$ cat src/rtl/sdram_port_arbiter.sv
// sdram_port_arbiter: two-port (video/CPU) arbiter in front of a single-outstanding SDRAM controller; define ARB_STARVE_EN to enable CPU anti-starvation
module sdram_port_arbiter #(
  parameter int ADDR_W = 24,
  parameter int STARVE_MAX = 4
) (
  input  logic              clk,
  input  logic              reset_n_i,
  input  logic              vid_req_i,
  input  logic              vid_we_i,
  input  logic [ADDR_W-1:0] vid_addr_i,
  input  logic [31:0]       vid_wdata_i,
  input  logic [3:0]        vid_wmask_i,
  output logic              vid_ack_o,
  output logic [31:0]       vid_rdata_o,
  input  logic              cpu_req_i,
  input  logic              cpu_we_i,
  input  logic [ADDR_W-1:0] cpu_addr_i,
  input  logic [31:0]       cpu_wdata_i,
  input  logic [3:0]        cpu_wmask_i,
  output logic              cpu_ack_o,
  output logic [31:0]       cpu_rdata_o,
  output logic              mem_req_o,
  output logic              mem_we_o,
  output logic [ADDR_W-1:0] mem_addr_o,
  output logic [31:0]       mem_wdata_o,
  output logic [3:0]        mem_wmask_o,
  input  logic              mem_ready_i,
  input  logic              mem_rvalid_i,
  input  logic [31:0]       mem_rdata_i,
  output logic              busy_o
);
  typedef enum logic [1:0] {IDLE, ISSUE, WAIT_RD, DONE} state_t;
  state_t state, state_nx;
  logic grant;
  logic pick_cpu;
  logic arb;
  logic req_we;
  logic [ADDR_W-1:0] req_addr;
  logic [31:0] req_wdata;
  logic [3:0] req_wmask;
  logic [31:0] vid_rdata, cpu_rdata;

  if (STARVE_MAX < 1) begin : g_bad_starve_max
    $error("STARVE_MAX must be at least 1");
  end

  assign arb = (state == IDLE) && (vid_req_i || cpu_req_i);

`ifdef ARB_STARVE_EN
  localparam int CW = $clog2(STARVE_MAX + 1);
  logic [CW-1:0] starve_cnt;
  assign pick_cpu = cpu_req_i && (!vid_req_i || starve_cnt == CW'(STARVE_MAX));
  // count video grants that bypass a waiting CPU; a CPU grant starts over
  always_ff @(posedge clk)
    if (!reset_n_i) starve_cnt <= '0;
    else if (arb) starve_cnt <= pick_cpu ? '0 : (cpu_req_i && starve_cnt != CW'(STARVE_MAX)) ? starve_cnt + CW'(1) : starve_cnt;
`else
  assign pick_cpu = cpu_req_i && !vid_req_i;
`endif

  // state register
  always_ff @(posedge clk) state <= !reset_n_i ? IDLE : state_nx;

  // next state: one transaction at a time, reads wait for the return beat
  always_comb begin
    state_nx = state;
    case (state)
      IDLE:    state_nx = (vid_req_i || cpu_req_i) ? ISSUE : IDLE;
      ISSUE:   state_nx = mem_ready_i ? (req_we ? DONE : WAIT_RD) : ISSUE;
      WAIT_RD: state_nx = mem_rvalid_i ? DONE : WAIT_RD;
      default: state_nx = IDLE;
    endcase
  end

  // latch the winner's command so later requester changes cannot disturb it
  always_ff @(posedge clk)
    if (!reset_n_i) begin
      grant     <= 1'b0;
      req_we    <= 1'b0;
      req_addr  <= '0;
      req_wdata <= '0;
      req_wmask <= '0;
    end else if (arb) begin
      grant     <= pick_cpu;
      req_we    <= pick_cpu ? cpu_we_i : vid_we_i;
      req_addr  <= pick_cpu ? cpu_addr_i : vid_addr_i;
      req_wdata <= pick_cpu ? cpu_wdata_i : vid_wdata_i;
      req_wmask <= pick_cpu ? cpu_wmask_i : vid_wmask_i;
    end

  // read return lands only in the granted port's register, only while waiting for it
  always_ff @(posedge clk)
    if (!reset_n_i) begin
      vid_rdata <= '0;
      cpu_rdata <= '0;
    end else if (state == WAIT_RD && mem_rvalid_i) begin
      if (grant) cpu_rdata <= mem_rdata_i;
      else vid_rdata <= mem_rdata_i;
    end

  assign mem_req_o   = state == ISSUE;
  assign mem_we_o    = req_we;
  assign mem_addr_o  = req_addr;
  assign mem_wdata_o = req_wdata;
  assign mem_wmask_o = req_wmask;
  assign vid_ack_o   = (state == DONE) && !grant;
  assign cpu_ack_o   = (state == DONE) && grant;
  assign vid_rdata_o = vid_rdata;
  assign cpu_rdata_o = cpu_rdata;
  assign busy_o      = state != IDLE;
endmodule

$ cat config.mk
export PLATFORM = sky130hd
export DESIGN_NAME = sdram_port_arbiter
export DESIGN_NICKNAME = d
export VERILOG_FILES = /design/src/rtl/sdram_port_arbiter.sv
export SDC_FILE = /design/constraint.sdc
export NUM_CORES = 1
export LEC_CHECK = 0
export BUFFER_PORTS_ARGS = -buffer_cell sky130_fd_sc_hd__buf_2
export CAP_MARGIN = 25
export CORE_MARGIN = 5
export CORE_UTILIZATION = 49
export CTS_CLUSTER_DIAMETER = 40
export DETAILED_ROUTE_END_ITERATION = 7
export PLACE_DENSITY = 0.87
export SYNTH_ARGS = -nofsm -noshare
export SYNTH_HDL_FRONTEND = slang
export SYNTH_SLANG_ARGS = --single-unit
$ cat constraint.sdc
create_clock -name clk -period 2.77 [get_ports clk]
set_input_delay 0.1385 -clock clk [delete_from_list [all_inputs] [get_ports clk]]
set_output_delay 0.1385 -clock clk [all_outputs]
set_load 0.02 [all_outputs]
==> results of run 1 <==
-- metrics by stage --
stage          instances  worst slack, ps  instance area (um^2)    util  power [mW]
2_1_floorplan        657             1474                  5652       -       2.843
3_5_place_dp        1028             1081                  7027  0.6180       3.161
4_1_cts             1099            625.5                  8100  0.7124       5.768
6_report            1100            464.9                  8103  0.7127       5.741
5_1_grt             1100            389.8                  8103  0.7127       5.950
3_3_place_gp        1028             1173                  7027  0.6180       3.135
-- worst paths after layout --
check                  startpoint  cells after the start  slack (ps)              end
setup / recovery         state[0]                      5         460    mem_addr_o[2]
hold / removal     cpu_wdata_i[0]                      3          20   mem_wdata_o[0]
setup reg to reg         state[0]                      5         460    mem_addr_o[2]
hold reg to reg   cpu_rdata_o[27]                      2         440  cpu_rdata_o[27]
-- cells by family (layout without fill, tap and decap cells) --
logic type	Yosys count	count (layout)	share of synthesized area
flip-flops	128	128	0.4534
AO/OA/AOI/OAI	191	191	0.2772
buffers and inverters	72	371	0.07283
other	0	1	0
AND/OR/NAND/NOR	266	266	0.1966
-- registers in the layout (all words and copies together) (netlist names) --
register,flops
cpu_rdata_o,32
state,2
mem_addr_o,24
vid_rdata_o,32
mem_wdata_o,32
grant,1
mem_we_o,1
mem_wmask_o,4
-- cell type report --
class	count	area (um^2)
Clock buffer	19	452.9
Inverter	3	12.51
Multi-Input combinational cell	457	2711
Tap cell	143	178.9
Clock inverter	13	230.2
Sequential cell	128	2562
Timing Repair Buffer	336	1952
Fill cell	789	3267
Antenna cell	1	2.502
-- layer usage --
metal | vias to the layer above | GRT usage | wire length [um] | part of all wire
met4 | 0 | 0.1059 | 466 | 0.025
met2 | 335 | 0.4459 | 9434 | 0.50
li1 | 2885 | - | - | -
met3 | 39 | 0.08710 | 1902 | 0.10
met1 | 2764 | 0.2972 | 6882 | 0.37
met5 | - | 0 | 0 | 0
-- tightest hold or removal path: cells and delay by family --
kind | cells | cell delay [ps]
AOI/OAI and AO/OA | 1 | 80
buffers and inverters | 1 | 100
and+or+nand+nor | 1 | 60
-- where the power goes --
part	internal (mW)	switching (mW)	leakage, nW
Combinational	0.434	0.680	2.29
Clock	1.74	0.824	0.326
Sequential	1.98	0.0824	1.05
-- layout by cell type (no fill, tap or decap), types with 4 or more instances in the layout --
cell type      netlist  final
bufinv_16            0      6
nand2_1            189    189
buf_4                1      6
dfxtp_1            128    128
a311oi_2            60     60
o21ai_1             64     64
clkbuf_16            0     17
a21oi_1             62     62
buf_2               13    287
nand3_1             64     64
dlygate4sd3_1        0     39
buf_12               7      4
-- repair_timing --
item                                    CTS  global route
endpoints found under the hold margin    65             0
hold buffers                             39             0
endpoints found under the setup margin    0             0
resized for setup                         0             0
==> summary.md, run 1 <==
| Metric | Value |
|---|---|
| Syn_area_per_cell | `8.602 um^2` |
| Max clock buf depth | `2` |
| Sequential area share after synthesis | `0.4534` |
| Worst path slowest cell | `dlygate4sd3_1` |
| DR iter-0 viols | `516` |
| Worst-Margin Slew | `1025 ps` |
| Die area | `13780 um^2` |
| Clock tree from TritonCTS | `built` |
| Power per Cell Area | `708.5 nW/um^2` |
| # port buffers | `288` |
| Fin crit period | `2305 ps` |
| Share of cells above drive strength 1 | `0.4153` |
| Post-synthesis register bit count | `128` |
| Asr flop ratio synth | `0` |
| Max-Cap Viols | `0` |
| Leak | `3.662 nW` |
| Setup Crit Path Kind | `register to register` |
| Clock Skews | `6.827 ps` |
| DRT Pass-1 Iters | `6` |
| Top cells by area, synth | `dfxtp_1 45%, a311oi_2 16%, nand2_1 13%` |
| Net Count, Synth | `817` |
| Worst Hold Class | `primary input to register` |
| Rows | `39` |
| Hold_ws | `19.37 ps` |
| Crit path max-delay family | `buffers and inverters` |
| VDD IR max | `0.4636 mV` |
| Horiz. Die Dim | `117.4 um` |
| Initial antenna violation count | `1` |
| Period utilization | `0.8322` |
| Clock sinks | `128` |
| Area Growth Syn to Fin | `43.37%` |
| Final GP Congestion | `0.8268` |
| First-pass GRT wire length | `29900 um` |
| Final nets | `1103` |
| Post-synth top cells | `189 x nand2_1, 128 x dfxtp_1, 64 x nand3_1, 64 x o21ai_1, 62 x a21oi_1` |
| Worst Setup End Kind | `register` |
| Number of setup buffers added after CTS | `0` |
| Via Count | `6023` |
| Vias in the first global route | `6018` |
| Die height | `117.4 um` |
| GRT Residual Overflow | `0` |
| Vias per cell | `5.475` |
| FMAX | `433.8 MHz` |
| WL/cell | `16.99 um` |
| Req. time, crit path | `3120 ps` |
| Largest net degree at the start of global routing | `68` |
| Total wire length | `18690 um` |
| Total track usage | `0.2606` |
| Number of flops mapped to enable cells by yosys | `0` |
| Synth area leader | `dfxtp_1` |
| Clock root buffer master | `clkbuf_16` |
| Antenna Nets Post-Route | `0` |
| CTS Buf Count | `17` |
| H-Tree Depth | `4` |
| Max Slew Vio Count | `0` |
| Core Region | `11370 um^2` |
| RSZ-0062 raised after global routing | `no` |
| Sum Neg Setup Slack | `0 ps` |
| Final hold violation count | `0` |
| Remaining DRCs | `0` |
| Largest stage delay, worst path | `620 ps` |
| Synth Flop Type | `dfxtp_1` |
| Outcome | `complete, no violations` |
| Worst-path clk slew | `60 ps` |
| Bufs and invs on worst path | `2` |
| Post-DP HPWL | `11970 um` |
| Post-Synthesis Cell Area | `5652 um^2` |
| Cell Chain, Critical Path | `nor2_4 -> buf_4 -> a21oi_1 -> a311oi_1 -> dlygate4sd3_1` |
| IO Count | `289` |
| Top-area cell type share of the netlist area | `0.4534` |
| Syn Inst Count | `657` |
| Count leader, synth | `nand2_1` |
| Setup violators final | `0` |
| Worst skew pair latency | `410 ps` |
| CP Data Arrival Time | `2650 ps` |
| Initial Utilization | `0.4971` |
| Synth Warn # | `0` |
| Max-slew headroom | `0.3167` |
| Worst-path fanout max | `64` |
| Distinct cells, synth | `27` |
| Type of origin of the critical path | `register` |
No activity file was read; power rests on OpenSTA's default activity.
==> run 2, diff against run 1 <==
ABC_AREA = 1   (was unset)
CORE_UTILIZATION = 43   (was 49)
PLACE_DENSITY = 0.79   (was 0.87)
clock period = 2.1 ns   (was 2.77 ns; I/O delays follow)
==> summary.md, run 2 <==
| Metric | Value |
|---|---|
| Antenna Nets Post-Route | `0` |
| Rows | `44` |
| Top cells by area, synth | `dfxtp_1 40%, nand2_1 20%, nor2_1 18%` |
| CP Data Arrival Time | `2100 ps` |
| Max Slew Vio Count | `0` |
| GRT Residual Overflow | `0` |
| Req. time, crit path | `2400 ps` |
| Sum Neg Setup Slack | `0 ps` |
| Commonest cells after routing, fill and taps aside | `346 x nand2_1, 315 x nor2_1, 287 x buf_2` |
| Number of flops mapped to enable cells by yosys | `0` |
| Final GP Congestion | `0.8408` |
| Psw | `2.248 mW` |
| Initial antenna violation count | `0` |
| Initial Utilization | `0.4405` |
| Clock tree from TritonCTS | `built` |
| H-Tree Depth | `4` |
| Leak | `5.595 nW` |
| Worst skew pair latency | `420 ps` |
| Combinational fraction of design power | `0.217` |
| Asr flop ratio synth | `0` |
| Final nets | `1578` |
| Remaining DRCs | `0` |
| Worst-path clk slew | `60 ps` |
| Worst Hold Launch | `vid_addr_i[12]` |
| Period utilization | `0.8587` |
| Syn Inst Count | `1085` |
| Worst-Margin Slew | `884.9 ps` |
| CTS Buf Count | `17` |
| Via Count | `7211` |
| Power per Cell Area | `824.4 nW/um^2` |
| Die height | `132.5 um` |
| Post-synthesis register bit count | `128` |
| Clock Skews | `7.458 ps` |
| Setup violators final | `0` |
| Type of origin of the critical path | `register` |
| Horiz. Die Dim | `132.5 um` |
| Cell Chain, Critical Path | `nand4_4 -> nor2_1 -> nor2_1` |
| Post-DP HPWL | `13500 um` |
| # diodes | `0` |
| Sequential Power Share | `0.356` |
| Synth Flop Type | `dfxtp_1` |
| Worst-path fanout max | `64` |
| Synth area leader | `dfxtp_1` |
| WL/cell | `12.42 um` |
| DR iter-0 viols | `367` |
| RSZ-0062 raised after global routing | `no` |
| VDD IR max | `0.5446 mV` |
| Placed cells | `1511` |
| Non-Filler Instances | `1615` |
| Largest net degree at the start of global routing | `65` |
| Die area | `17550 um^2` |
| Fin crit period | `1803 ps` |
| Vias per cell | `4.465` |
| Outcome | `complete, no violations` |
| FMAX | `554.5 MHz` |
| Final hold violation count | `0` |
| Sequential area share after synthesis | `0.3972` |
| DRT Pass-1 Iters | `4` |
| Worst Hold Class | `primary input to register` |
| Largest stage delay, worst path | `730 ps` |
| Top-area cell type share of the netlist area | `0.3972` |
| Core Region | `14640 um^2` |
| Share of cells above drive strength 1 | `0.2411` |
| Max-slew headroom | `0.4089` |
| Net Count, Synth | `1245` |
| Total track usage | `0.2235` |
| Vias in the first global route | `6888` |
| # port buffers | `288` |
| Total power | `7.683 mW` |
| Area Growth Syn to Fin | `44.45%` |
| Crit path launch | `state[1]` |
| Distinct cells, synth | `21` |
| Worst r2r src | `state[1]` |
| Total wire length | `20070 um` |
| First-pass GRT wire length | `32350 um` |
| Sw Ratio | `0.2926` |
| Setup Crit Path Kind | `register to register` |
| Power Internal | `5.435 mW` |
| Post-Synthesis Cell Area | `6451 um^2` |
| Post-synth top cells | `347 x nand2_1, 315 x nor2_1, 190 x inv_1` |
| Syn_area_per_cell | `5.946 um^2` |
| Most common cell after layout, fill and taps aside | `nand2_1` |
| Clock root buffer master | `clkbuf_16` |
| Synth Warn # | `0` |
| Max-Cap Viols | `0` |
| IO Count | `289` |
| Worst path slowest cell | `nand4_4` |
| Clock sinks | `128` |
| Clock power frac | `0.428` |
| Worst Setup End Kind | `register` |
| Max clock buf depth | `2` |
| Post-cts sizing count | `0` |
| Most common cell on crit path | `nor2_1` |
| Count leader, synth | `nand2_1` |
-- run 2: cell types whose count changed after synthesis, sizes merged, moves of 3 or more --
cell    delta
nor2     +315
inv      +190
nand2    +159
o21ai     -64
a311oi    -61
nand3     -61
a21oi     -60
clkbuf    -36
nand4     +33
buf       +25
nor2b      -3
-- run 2: metrics by stage --
| step | instance area [um^2] | worst slack [ps] | hold slack, ps | utilization |
|---|---|---|---|---|
| after floorplan | 6451 | 895.4 | 239.9 | - |
| after global placement | 7938 | 442.6 | 346.2 | 0.5420 |
| after detailed placement | 7938 | 374.4 | 349.6 | 0.5420 |
| after CTS | 9319 | 351.8 | 0.4741 | 0.6364 |
| after global routing | 9319 | 157.8 | 22.83 | 0.6364 |
| final | 9319 | 296.7 | 9.545 | 0.6364 |
-- run 2: power by group through the flow --
| stage | registers [mW] | clock network (mW) | logic (mW) |
|---|---|---|---|
| floorplan | 3.01 | 0 | 0.809 |
| global placement | 2.77 | 0 | 1.54 |
| detailed placement | 2.78 | 0 | 1.56 |
| CTS | 2.73 | 3.33 | 1.67 |
| global route | 2.75 | 3.47 | 1.85 |
| finish | 2.73 | 3.29 | 1.66 |
-- run 2: worst paths after layout --
| check | end | slack (ps) | cells past startpoint |
|---|---|---|---|
| setup / recovery | cpu_rdata_o[5] | 300 | 3 |
| hold / removal | mem_addr_o[12] | 10 | 5 |
| setup reg to reg | cpu_rdata_o[5] | 300 | 3 |
| hold reg to reg | vid_rdata_o[10] | 480 | 2 |
-- run 2: cell families after synthesis --
kind of cell / share of synthesized area
buf+inv: 0.1674
compound gates: 0.003491
simple gates: 0.4319
flops: 0.3972
-- run 2: final cells by class --
class | instances | area, um^2
tap | 184 | 230.2
timing repair buffer | 372 | 2317
fill | 1246 | 5325
sequential | 128 | 2562
clock buffer | 19 | 452.9
multi-input combinational | 706 | 2824
clock inverter | 13 | 207.7
inverter | 193 | 724.4
-- run 2: routing by layer --
metal  vias to the layer above  routed length, um  GRT usage
li1                       3768                  -          -
met4                         0                648     0.1022
met5                         -                  0          0
met2                       243               9941     0.3942
met3                        48               1694    0.07365
met1                      3152               7782     0.2432
-- run 2: critical path: cells and delay by family, from the launching register on --
family	cells	cell delay, ps
AND/OR/NAND/NOR	3	1190
flip-flops	1	490
-- run 2: repair_timing --
item / CTS / global route
endpoints found under the setup margin: 0 / 0
endpoints found under the hold margin: 72 / 0
setup buffers: 0 / 0
hold buffers: 72 / 0
